File: config.mk
export PLATFORM = sky130hd
export DESIGN_NAME = serial_adder
export DESIGN_NICKNAME = d
export VERILOG_FILES = /design/src/rtl/serial_adder.sv
export SDC_FILE = /design/constraint.sdc
export NUM_CORES = 1
export LEC_CHECK = 0
export CAP_MARGIN = 20
export CORE_ASPECT_RATIO = 0.7
export CORE_MARGIN = 10
export CORE_UTILIZATION = 53
export CTS_BUF_LIST = sky130_fd_sc_hd__clkbuf_8
export CTS_CLUSTER_DIAMETER = 100
export CTS_CLUSTER_SIZE = 12
export DETAILED_ROUTE_END_ITERATION = 12
export PLACE_DENSITY = 0.79
export SLEW_MARGIN = 5
export SYNTH_ARGS = -nofsm -noshare
export SYNTH_HDL_FRONTEND = slang
export SYNTH_SLANG_ARGS = --single-unit
File: constraint.sdc
create_clock -name clk -period 1.8 [get_ports clk]
set_clock_uncertainty 0.05 [all_clocks]
set_input_delay 0.36 -clock clk [delete_from_list [all_inputs] [get_ports clk]]
set_output_delay 0.36 -clock clk [all_outputs]
set_load 0.005 [all_outputs]
File: src/rtl/serial_adder.sv
// Bit-serial WIDTH-bit adder with carry-in, LSB first; result + carry-out presented with a done pulse WIDTH cycles after start.
// No backpressure: start is only sampled in IDLE and is dropped (not queued) while busy or done.

module half_adder (
  input  logic a,
  input  logic b,
  output logic s,
  output logic c
);
  assign s = a ^ b;
  assign c = a & b;
endmodule

module serial_adder #(
  parameter int WIDTH = 8
) (
  input  logic             clk,
  input  logic             rst_n,
  input  logic             start,
  input  logic [WIDTH-1:0] A,
  input  logic [WIDTH-1:0] B,
  input  logic             Cin,
  output logic             busy,
  output logic             done,
  output logic [WIDTH-1:0] Sum,
  output logic             Cout
);
  localparam int CW = $clog2(WIDTH) + 1;
  localparam logic [CW-1:0] LAST = CW'(WIDTH - 1);

  typedef enum logic [1:0] {IDLE, RUN, DONE} state_t;

  state_t           state_q, state_d;
  logic [WIDTH-1:0] sha_q, sha_d, shb_q, shb_d, shr_q, shr_d, sum_q, sum_d;
  logic             carry_q, carry_d, cout_q, cout_d;
  logic [CW-1:0]    cnt_q, cnt_d;

  // Full adder cell: two half adders, carries merged by an OR.
  logic s0, c0, s1, c1, carry_nxt;
  half_adder u_ha0 (.a(sha_q[0]), .b(shb_q[0]), .s(s0), .c(c0));
  half_adder u_ha1 (.a(s0),       .b(carry_q),  .s(s1), .c(c1));
  assign carry_nxt = c0 | c1;

  always_ff @(posedge clk or negedge rst_n) begin
    if (!rst_n) begin
      state_q <= IDLE;
      sha_q   <= '0;
      shb_q   <= '0;
      shr_q   <= '0;
      sum_q   <= '0;
      carry_q <= 1'b0;
      cout_q  <= 1'b0;
      cnt_q   <= '0;
    end else begin
      state_q <= state_d;
      sha_q   <= sha_d;
      shb_q   <= shb_d;
      shr_q   <= shr_d;
      sum_q   <= sum_d;
      carry_q <= carry_d;
      cout_q  <= cout_d;
      cnt_q   <= cnt_d;
    end
  end

  always_comb begin
    state_d = state_q;
    sha_d   = sha_q;
    shb_d   = shb_q;
    shr_d   = shr_q;
    sum_d   = sum_q;
    carry_d = carry_q;
    cout_d  = cout_q;
    cnt_d   = cnt_q;
    case (state_q)
      IDLE: begin
        if (start) begin
          sha_d   = A;
          shb_d   = B;
          carry_d = Cin;
          cnt_d   = '0;
          state_d = RUN;
        end
      end
      RUN: begin
        sha_d   = sha_q >> 1;
        shb_d   = shb_q >> 1;
        shr_d   = {s1, shr_q[WIDTH-1:1]};
        carry_d = carry_nxt;
        cnt_d   = cnt_q + CW'(1);
        if (cnt_q == LAST) begin
          sum_d   = {s1, shr_q[WIDTH-1:1]};
          cout_d  = carry_nxt;
          state_d = DONE;
        end
      end
      DONE:    state_d = IDLE;
      default: state_d = IDLE;
    endcase
  end

  assign busy = (state_q == RUN);
  assign done = (state_q == DONE);
  assign Sum  = sum_q;
  assign Cout = cout_q;
endmodule
# Word level (Yosys, flattened, before mapping)
# Cells that the tools add are included.
# word_totals
regBits	40
input_bits	20
output_inout_bits	11
wordCells	35
# op_classes
n_addsub	1
eq_ne	5
muxes	11
bitwise_logic	5
reduce_logical	5
# op_table
cell	n
$pmux W8 S2	2
$mux W8	2
$pmux W4 S2	1
$reduce_and A2 Y1	3
$add A4 B1 Y4 const B	1
$eq A4 B3 Y1 const B	1
$mux W2	2
$mux W4	1
$pmux W2 S2	1
$and A1 B1 Y1	2
$eq A2 B1 Y1 const B	1
$eq A2 B2 Y1 const B	1
$logic_not A2 Y1	1
$ne A2 B1 Y1 const B	1
$ne A2 B2 Y1 const B	1
$pmux W1 S2	1
$reduce_bool A2 Y1	1
$xor A1 B1 Y1	2
$mux W1	1
$or A1 B1 Y1	1

# Logic depth before layout (Yosys ltp)
# Gate-level depths: netlist of the first run.
# logic_depth
ltp_word	4
depth_mapped	5
depth_no_buf	4

# Modules after synthesis
# From an unflattened synthesis of the first run, not the netlist that was laid out.
# unflattened
cells_unflattened	173
hier_area_um2	1773.0
# modules_own_cells
module	n_inst	cells_each	area_per_inst_um2	seq_area_each_um2
serial_adder	1	171	1747.9	975.9
half_adder	2	1	12.5	0.0

# Least setup slack after synthesis of the first run
# OpenSTA, ideal clock, no wires.
# synth_path
path_kind	flip-flop to flip-flop
start	register cnt_q[0]
end	register cout_q, in the netlist Cout
setup_ns	0.125
t_arrival_ns	1.293
setup_slack_ns	0.332
path_stages_with_launch	5
n_path_buf	0
period_less_slack_ns	1.468
cell_sequence	dfrtp_1 -> ha_1 -> nand2_1 -> nor3_4 -> mux2_2
# synth_between
elab_chain_len	2
# synth_lines
element	line	rtl
start: declaration	36	logic [CW-1:0] cnt_q, cnt_d;
start signal: assignment	62	cnt_q <= cnt_d;
$eq A4 B3 Y1	91	if (cnt_q == LAST) begin
$reduce_and A2 Y1 (no line)	-	
end signal: assignment	61	cout_q <= cout_d;
end: declaration	35	logic carry_q, carry_d, cout_q, cout_d;
# No other way between the ends.
# A chain may end at the register's enable or synchronous reset.

# Final worst setup path of the first run
# layout_path
start	register state_q[1]
end	output done
# layout_between
elab_chain_len	1
# layout_lines
element	line	rtl
start: declaration	33	state_t state_q, state_d;
start signal: assignment	55	state_q <= state_d;
$eq A2 B2 Y1	103	assign done = (state_q == DONE);
end: declaration	24	output logic done,
# No other way between the ends.

==> results of run 1 <==
[flip-flops by register name, summed over array words and instances, names as in the netlist]
signal and cells:
cnt_q 4, shr_q 7, sha_q 8, carry_q 1
shb_q 8, state_q 2, Sum 8, Cout 1
[cells in the final DEF, fill, tap and decap left out]
| cell | Yosys | final |
|---|---|---|
| a31oi_1 | 1 | 1 |
| dfrtp_1 | 39 | 39 |
| buf_4 | 0 | 13 |
| inv_1 | 1 | 2 |
| buf_12 | 0 | 1 |
| a22oi_1 | 15 | 15 |
| nand2_1 | 40 | 40 |
| dlygate4sd2_1 | 0 | 1 |
| o21ai_0 | 17 | 17 |
| clkinv_1 | 1 | 1 |
| clkdlybuf4s50_1 | 0 | 27 |
| clkdlybuf4s15_1 | 0 | 1 |
| o21bai_1 | 1 | 1 |
| inv_2 | 0 | 1 |
| clkinv_2 | 0 | 1 |
| nor2_1 | 3 | 3 |
| buf_6 | 0 | 1 |
| clkbuf_8 | 0 | 5 |
| buf_2 | 3 | 1 |
| fa_1 | 1 | 1 |
| a32o_1 | 1 | 1 |
| nor3_4 | 1 | 1 |
| mux2_2 | 10 | 10 |
| nand3_1 | 3 | 3 |
| a22o_1 | 2 | 2 |
| nand2b_4 | 0 | 1 |
| ha_1 | 1 | 1 |
| nor2b_1 | 3 | 3 |
| dlygate4sd3_1 | 0 | 1 |
| or3_1 | 1 | 1 |
| a21oi_1 | 1 | 1 |
[critical path, cell delays in order, from the launching register on]
cell	delay (ps)
dfrtp_1	360
buf_4	120
buf_6	130
inv_2	50
nor2_1	100
clkdlybuf4s15_1	210
[repair_timing]
action,4_1_cts,5_1_grt
hold buffers,1,0
setup endpoints to repair,2,1
gates cloned,0,0
resized for setup,5,2
setup buffers,3,0
endpoints found under the hold margin,39,0
[synthesized netlist by cell type (all sizes together) (2+ instances only)]
cell,n
a22o,2
nand3,3
nand2,40
nor2b,3
clkbuf,5
mux2,10
nor2,3
a22oi,15
buf,3
o21ai,17
dfrtp,39
[metal layers]
metal / vias to the layer above / share of wire, % / track usage, %
met3: 4 / 7.0 / 7.14
met2: 30 / 49 / 21.1
met5: - / 0 / 0
met1: 657 / 43 / 17.3
li1: 617 / - / -
met4: 0 / 1.1 / 4.23
[power groups by stage]
stage / combinational [mW] / sequential [mW] / clock (mW)
floorplan: 0.797 / 1.45 / 0
global placement: 1.34 / 1.47 / 0
detailed placement: 1.41 / 1.51 / 0
CTS: 1.46 / 1.49 / 0.564
global route: 1.61 / 1.54 / 0.612
finish: 1.45 / 1.49 / 0.563
[kinds of logic (layout without fill, tap and decap cells)]
family                     after synthesis  after routing  synth area share (%)
AOI/OAI and AO/OA                       38             38                  15.0
adders and majority gates                2              2                  2.00
buffers and inverters                   10             56                  2.53
DFF                                     39             39                  59.9
muxes                                   10             10                  6.91
and+or+nand+nor                         52             52                  13.7
[stage by stage]
stage	std cells	total power, mW
floorplan	151	2.25
global placement	221	2.81
detailed placement	221	2.92
CTS	233	3.52
global route	233	3.76
finish	233	3.50
[worst max path at each step]
stage	cells past startpoint	start	to
3_5_place_dp	5	start	sha_q[3]$_DFFE_PN0P_
6_report	5	state_q[1]$_DFFE_PN0P_	done
5_1_grt	5	state_q[1]$_DFFE_PN0P_	done
4_1_cts	5	state_q[1]$_DFFE_PN0P_	done
3_3_place_gp	4	state_q[1]$_DFFE_PN0P_	done
2_1_floorplan	4	cnt_q[0]$_DFFE_PN0P_	Cout$_DFFE_PN0P_
[cell type report]
cell class	instances	area [µm²]	share of cell area (%)
inverters	2	7.51	0.347
repair buffers	46	433	20.0
clock buffers	5	68.8	3.18
well taps	36	45.0	2.08
multi-input cells	102	621	28.7
flip-flops and latches	39	976	45.1
clock inverters	3	12.5	0.578
==> run_results.csv, run 1 <==
group,metric,value,unit
status,outcome,"complete, no violations",
clock_tree,cts_sinks,39,
synth,synth_fp_nets,173,
power_and_ir_drop,combPwrFrac,41.3,%
synth,syn_avg_cell_area,10.8,µm²
synth,yosysSeqAreaShare,59.9,%
global_route,antenna_found_initial,0,
power_and_ir_drop,leakagePower,0.980,nW
route,vias,1308,
die,start_util,56.9,%
synth,synth_edf_count,0,
sta,fmax,597,MHz
clock_tree,clk_path_buf_depth,2,
synth,synth_area,1630,µm²
synth,synth_top_cell_by_area,"dfrtp_1",
synth,synth_seq_cells,39,
die,core_area,2860,µm²
global_route,grtUsageTotal,14.1,%
synth,async_flop_share,100,%
sta,rsz0062_at_grt,"no",
clock_tree,cts_buffers,5,
power_and_ir_drop,p_sw,1.25,mW
place,place_ws,52.9,ps
global_route,grt_pass1_vias,1231,
sta,finalSetupViolCount,0,
synth,yosys-top-cells-area,"dfrtp_1, nand2_1, a22oi_1",
hold_path,min_from,"shr_q[1]$_DFFE_PN0P_",
worst_setup_path,critPathMaxFanout,11,
run,drv_cap,0,
power_and_ir_drop,p_int,2.26,mW
sta,worst_pin_slew,210,ps
die,fp.dieW,86.3,µm
hold_path,hold_class,"reg2reg",
cells_and_area,n_fill_cell,189,
global_route,grt_max_degree,40,
route,drc,0,
sta,drv_slew,0,
hold_path,min_to,"shr_q[1]$_DFFE_PN0P_",
sta,fin_ws,125,ps
die,rows,16,
clock_tree,cts-htree-levels,2,
sta,timing.final.crit_share,93.0,%
place,dpl_cell_area,2040,µm²
cells_and_area,final_nets,218,
die,pin_count,31,
worst_setup_path,crit_required,1390,ps
power_and_ir_drop,pwr_density_cell,1620,nW/µm²
clock_tree,cts_tree,"yes",
cells_and_area,design_area,2160,µm²
clock_tree,path_clk_slew,70,ps
hold_path,holdPathStages,2,
place,gp_congestion,0.765,
route,via_per_inst,5.61,
route,wl_per_cell,16.7,µm
cells_and_area,drive_gt1_share,17.8,%
synth,synth_top_cell_area_share,59.9,%
worst_setup_path,path_class,"reg2out",
cells_and_area,utilization,75.6,%
place,hpwl,2760,µm
sta,fin_hold_ws,444,ps
power_and_ir_drop,pwr-share-clk,16.1,%
global_route,grt_pass1_wl,6240,µm
worst_setup_path,r2r-end,"sha_q[3]$_DFFE_PN0P_",
worst_setup_path,r2r_cells,6,
worst_setup_path,end_kind,"output pin",
worst_setup_path,start_kind,"flop",
sta,tns,0,ps
synth,synthFlopType,"dfrtp_1",
synth,yosys.cell_types.count,22,
global_route,grt-ovfl-total,0,
place,portBuffers,30,
cells_and_area,syn_to_final_growth,32.7,%
route,antenna_left,0,
clock_tree,root_buffer,"clkbuf_8",
route,wl,3880,µm
synth,syn_inst,151,
sta,report.final.hold_viol_count,0,
die,die_area,5730,µm²
worst_setup_path,r2r_slack,270,ps
worst_setup_path,r2r_start,"state_q[0]$_DFFE_PN0P_",
die,die_h,66.4,µm
synth,synth_warnings,0,
route,drt_first_pass_iters,4,
route,drtIter0Drc,49,
power_and_ir_drop,swShare,35.6,%
sta,min_period,1670,ps
power_and_ir_drop,power_frac_seq,42.6,%
clock_tree,worstSkewPairLatency,300,ps
power_and_ir_drop,ir_drop,0.000862,V
sta,slew_headroom,86.0,%
cells_and_area,diodes,0,
worst_setup_path,cp.arrival,1260,ps
Power figures use the tool's default switching activity.
==> run 2, diff against run 1 <==
--- a/config.mk
+++ b/config.mk
@@ -13,7 +13,9 @@
 export CTS_CLUSTER_DIAMETER = 100
 export CTS_CLUSTER_SIZE = 12
 export DETAILED_ROUTE_END_ITERATION = 12
+export HOLD_SLACK_MARGIN = 0.03
 export PLACE_DENSITY = 0.79
+export SKIP_CTS_REPAIR_TIMING = 1
 export SLEW_MARGIN = 5
 export SYNTH_ARGS = -nofsm -noshare
 export SYNTH_HDL_FRONTEND = slang
==> run 2 against run 1 <==
- sequential power about the same
- sequential cell count unchanged
- largest power group unchanged
- largest cell class unchanged
- critical path depth unchanged
- global-route usage decreased by 0.28 points
- routed wire length decreased by 0.15%
- setup slack improved by 33 ps
- critical path type unchanged
==> run_results.csv, run 2 (synthesized netlist as in run 1, its figures left out) <==
group,metric,value,unit
status,outcome,"complete, no violations",
route,wl_met3,258,µm
sta,slew_headroom,85.8,%
power_and_ir_drop,ir_drop,0.000870,V
global_route,grt_pass1_wl,6130,µm
global_route,antenna_found_initial,0,
cells_and_area,drive_gt1_share,16.8,%
sta,rsz0062_at_grt,"no",
global_route,grtUsageTotal,13.8,%
cells_and_area,final_nets,217,
route,drc,0,
place,gp_congestion,0.765,
cells_and_area,syn_to_final_growth,32.6,%
sta,fin_hold_ws,444,ps
power_and_ir_drop,power,3.49,mW
sta,timing.final.crit_share,91.2,%
clock_tree,cts_tree,"yes",
global_route,grt_pass1_vias,1210,
route,highest_layer,"met4",
clock_tree,cts_buffers,5,
die,die_h,66.4,µm
global_route,grt-ovfl-total,0,
clock_tree,cts_sinks,39,
power_and_ir_drop,leakagePower,0.997,nW
worst_setup_path,slowest_delay,400,ps
cells_and_area,n_fill_cell,191,
cells_and_area,diodes,0,
route,vias,1298,
cells_and_area,final_common_cell,"nand2_1",
power_and_ir_drop,pwr_density_cell,1620,nW/µm²
worst_setup_path,end_kind,"output pin",
power_and_ir_drop,power_frac_seq,43.0,%
run,drv_cap,0,
clock_tree,cts-htree-levels,2,
power_and_ir_drop,p_int,2.25,mW
sta,drv_slew,0,
sta,min_period,1640,ps
die,core_area,2860,µm²
power_and_ir_drop,combPwrFrac,40.9,%
power_and_ir_drop,swShare,35.6,%
cells_and_area,multi_input_area,621,µm²
sta,tns,0,ps
sta,finalSetupViolCount,0,
die,pin_count,31,
worst_setup_path,timing.critical_path.cells,"buf_4 > buf_6 > inv_1 > nor2_1 > dlymetal6s2s_1",
sta,fmax,609,MHz
die,start_util,56.9,%
die,fp.dieW,86.3,µm
place,dpl_cell_area,2040,µm²
sta,report.final.hold_viol_count,0,
cells_and_area,utilization,75.5,%
route,antenna_left,0,
hold_path,hold_class,"reg2reg",
clock_tree,worstSkewPairLatency,300,ps
worst_setup_path,start_kind,"flop",
worst_setup_path,crit_required,1390,ps
die,die_area,5730,µm²
clock_tree,path_clk_slew,70,ps
place,hpwl,2760,µm
global_route,grt_max_degree,40,
cells_and_area,regArea,976,µm²
route,drt_first_pass_iters,4,
place,portBuffers,30,
clock_tree,root_buffer,"clkbuf_8",
route,detailroute.wirelength.met2,1890,µm
worst_setup_path,path_class,"reg2out",
die,rows,16,
route,wl_per_cell,16.7,µm
cells_and_area,most-common-layout-cells,"nand2_1, dfrtp_1, clkdlybuf4s50_1, o21ai_0, a22oi_1",
power_and_ir_drop,pwr-share-clk,16.1,%
route,wl,3880,µm
power_and_ir_drop,p_sw,1.24,mW
sta,worst_pin_slew,213,ps
worst_setup_path,cp.arrival,1230,ps
clock_tree,clk_path_buf_depth,2,
route,met1Wirelength,1680,µm
cells_and_area,design_area,2160,µm²
route,drtIter0Drc,51,
worst_setup_path,critPathMaxFanout,3,
worst_setup_path,crit_slowest_cell,"dfrtp_1",
route,via_per_inst,5.59,
[run 2: cell type report]
class / instances / area share [%]
Clock inverter: 3 / 0.579
Tap cell: 36 / 2.08
Sequential cell: 39 / 45.1
Timing Repair Buffer: 45 / 20.0
Inverter: 2 / 0.347
Multi-Input combinational cell: 102 / 28.7
Clock buffer: 5 / 3.18
[run 2: routing by layer]
| layer | vias to the layer above | GRT usage, % |
|---|---|---|
| li1 | 609 | - |
| met3 | 5 | 7.14 |
| met5 | - | 0 |
| met1 | 656 | 17.0 |
| met4 | 0 | 4.23 |
| met2 | 28 | 20.5 |
[run 2: final timing paths]
path                            depth (start not counted)              startpoint                   end  slack, ps
max in group asynchronous                               3                   rst_n  cnt_q[1]$_DFFE_PN0P_        990
worst max-delay path                                    5  state_q[1]$_DFFE_PN0P_                  done        160
worst min register to register                          2    shr_q[1]$_DFFE_PN0P_  shr_q[1]$_DFFE_PN0P_        440
min in group asynchronous                               3                   rst_n  shb_q[0]$_DFFE_PN0P_        520
worst max register to register                          5    cnt_q[0]$_DFFE_PN0P_    Sum[7]$_DFFE_PN0P_        280
worst min-delay path                                    2    shr_q[1]$_DFFE_PN0P_  shr_q[1]$_DFFE_PN0P_        440
[run 2: power groups by stage]
stage / sequential, mW / clock (mW) / combinational [mW]
5_1_grt: 1.55 / 0.612 / 1.58
2_1_floorplan: 1.45 / 0 / 0.797
6_report: 1.50 / 0.563 / 1.43
3_3_place_gp: 1.47 / 0 / 1.34
3_5_place_dp: 1.51 / 0 / 1.41
4_1_cts: 1.49 / 0.564 / 1.42
[run 2: per-stage QoR]
stage               instances  worst slack [ps]
CTS                       229              -174
global route              232              88.3
floorplan                 151               332
finish                    232               159
detailed placement        221              52.9
global placement          221               188
[run 2: critical path: cells and delay by family, from the launching register on]
kind	cells	cell delay [ps]
buffers and inverters	4	490
DFF	1	400
and+or+nand+nor	1	50
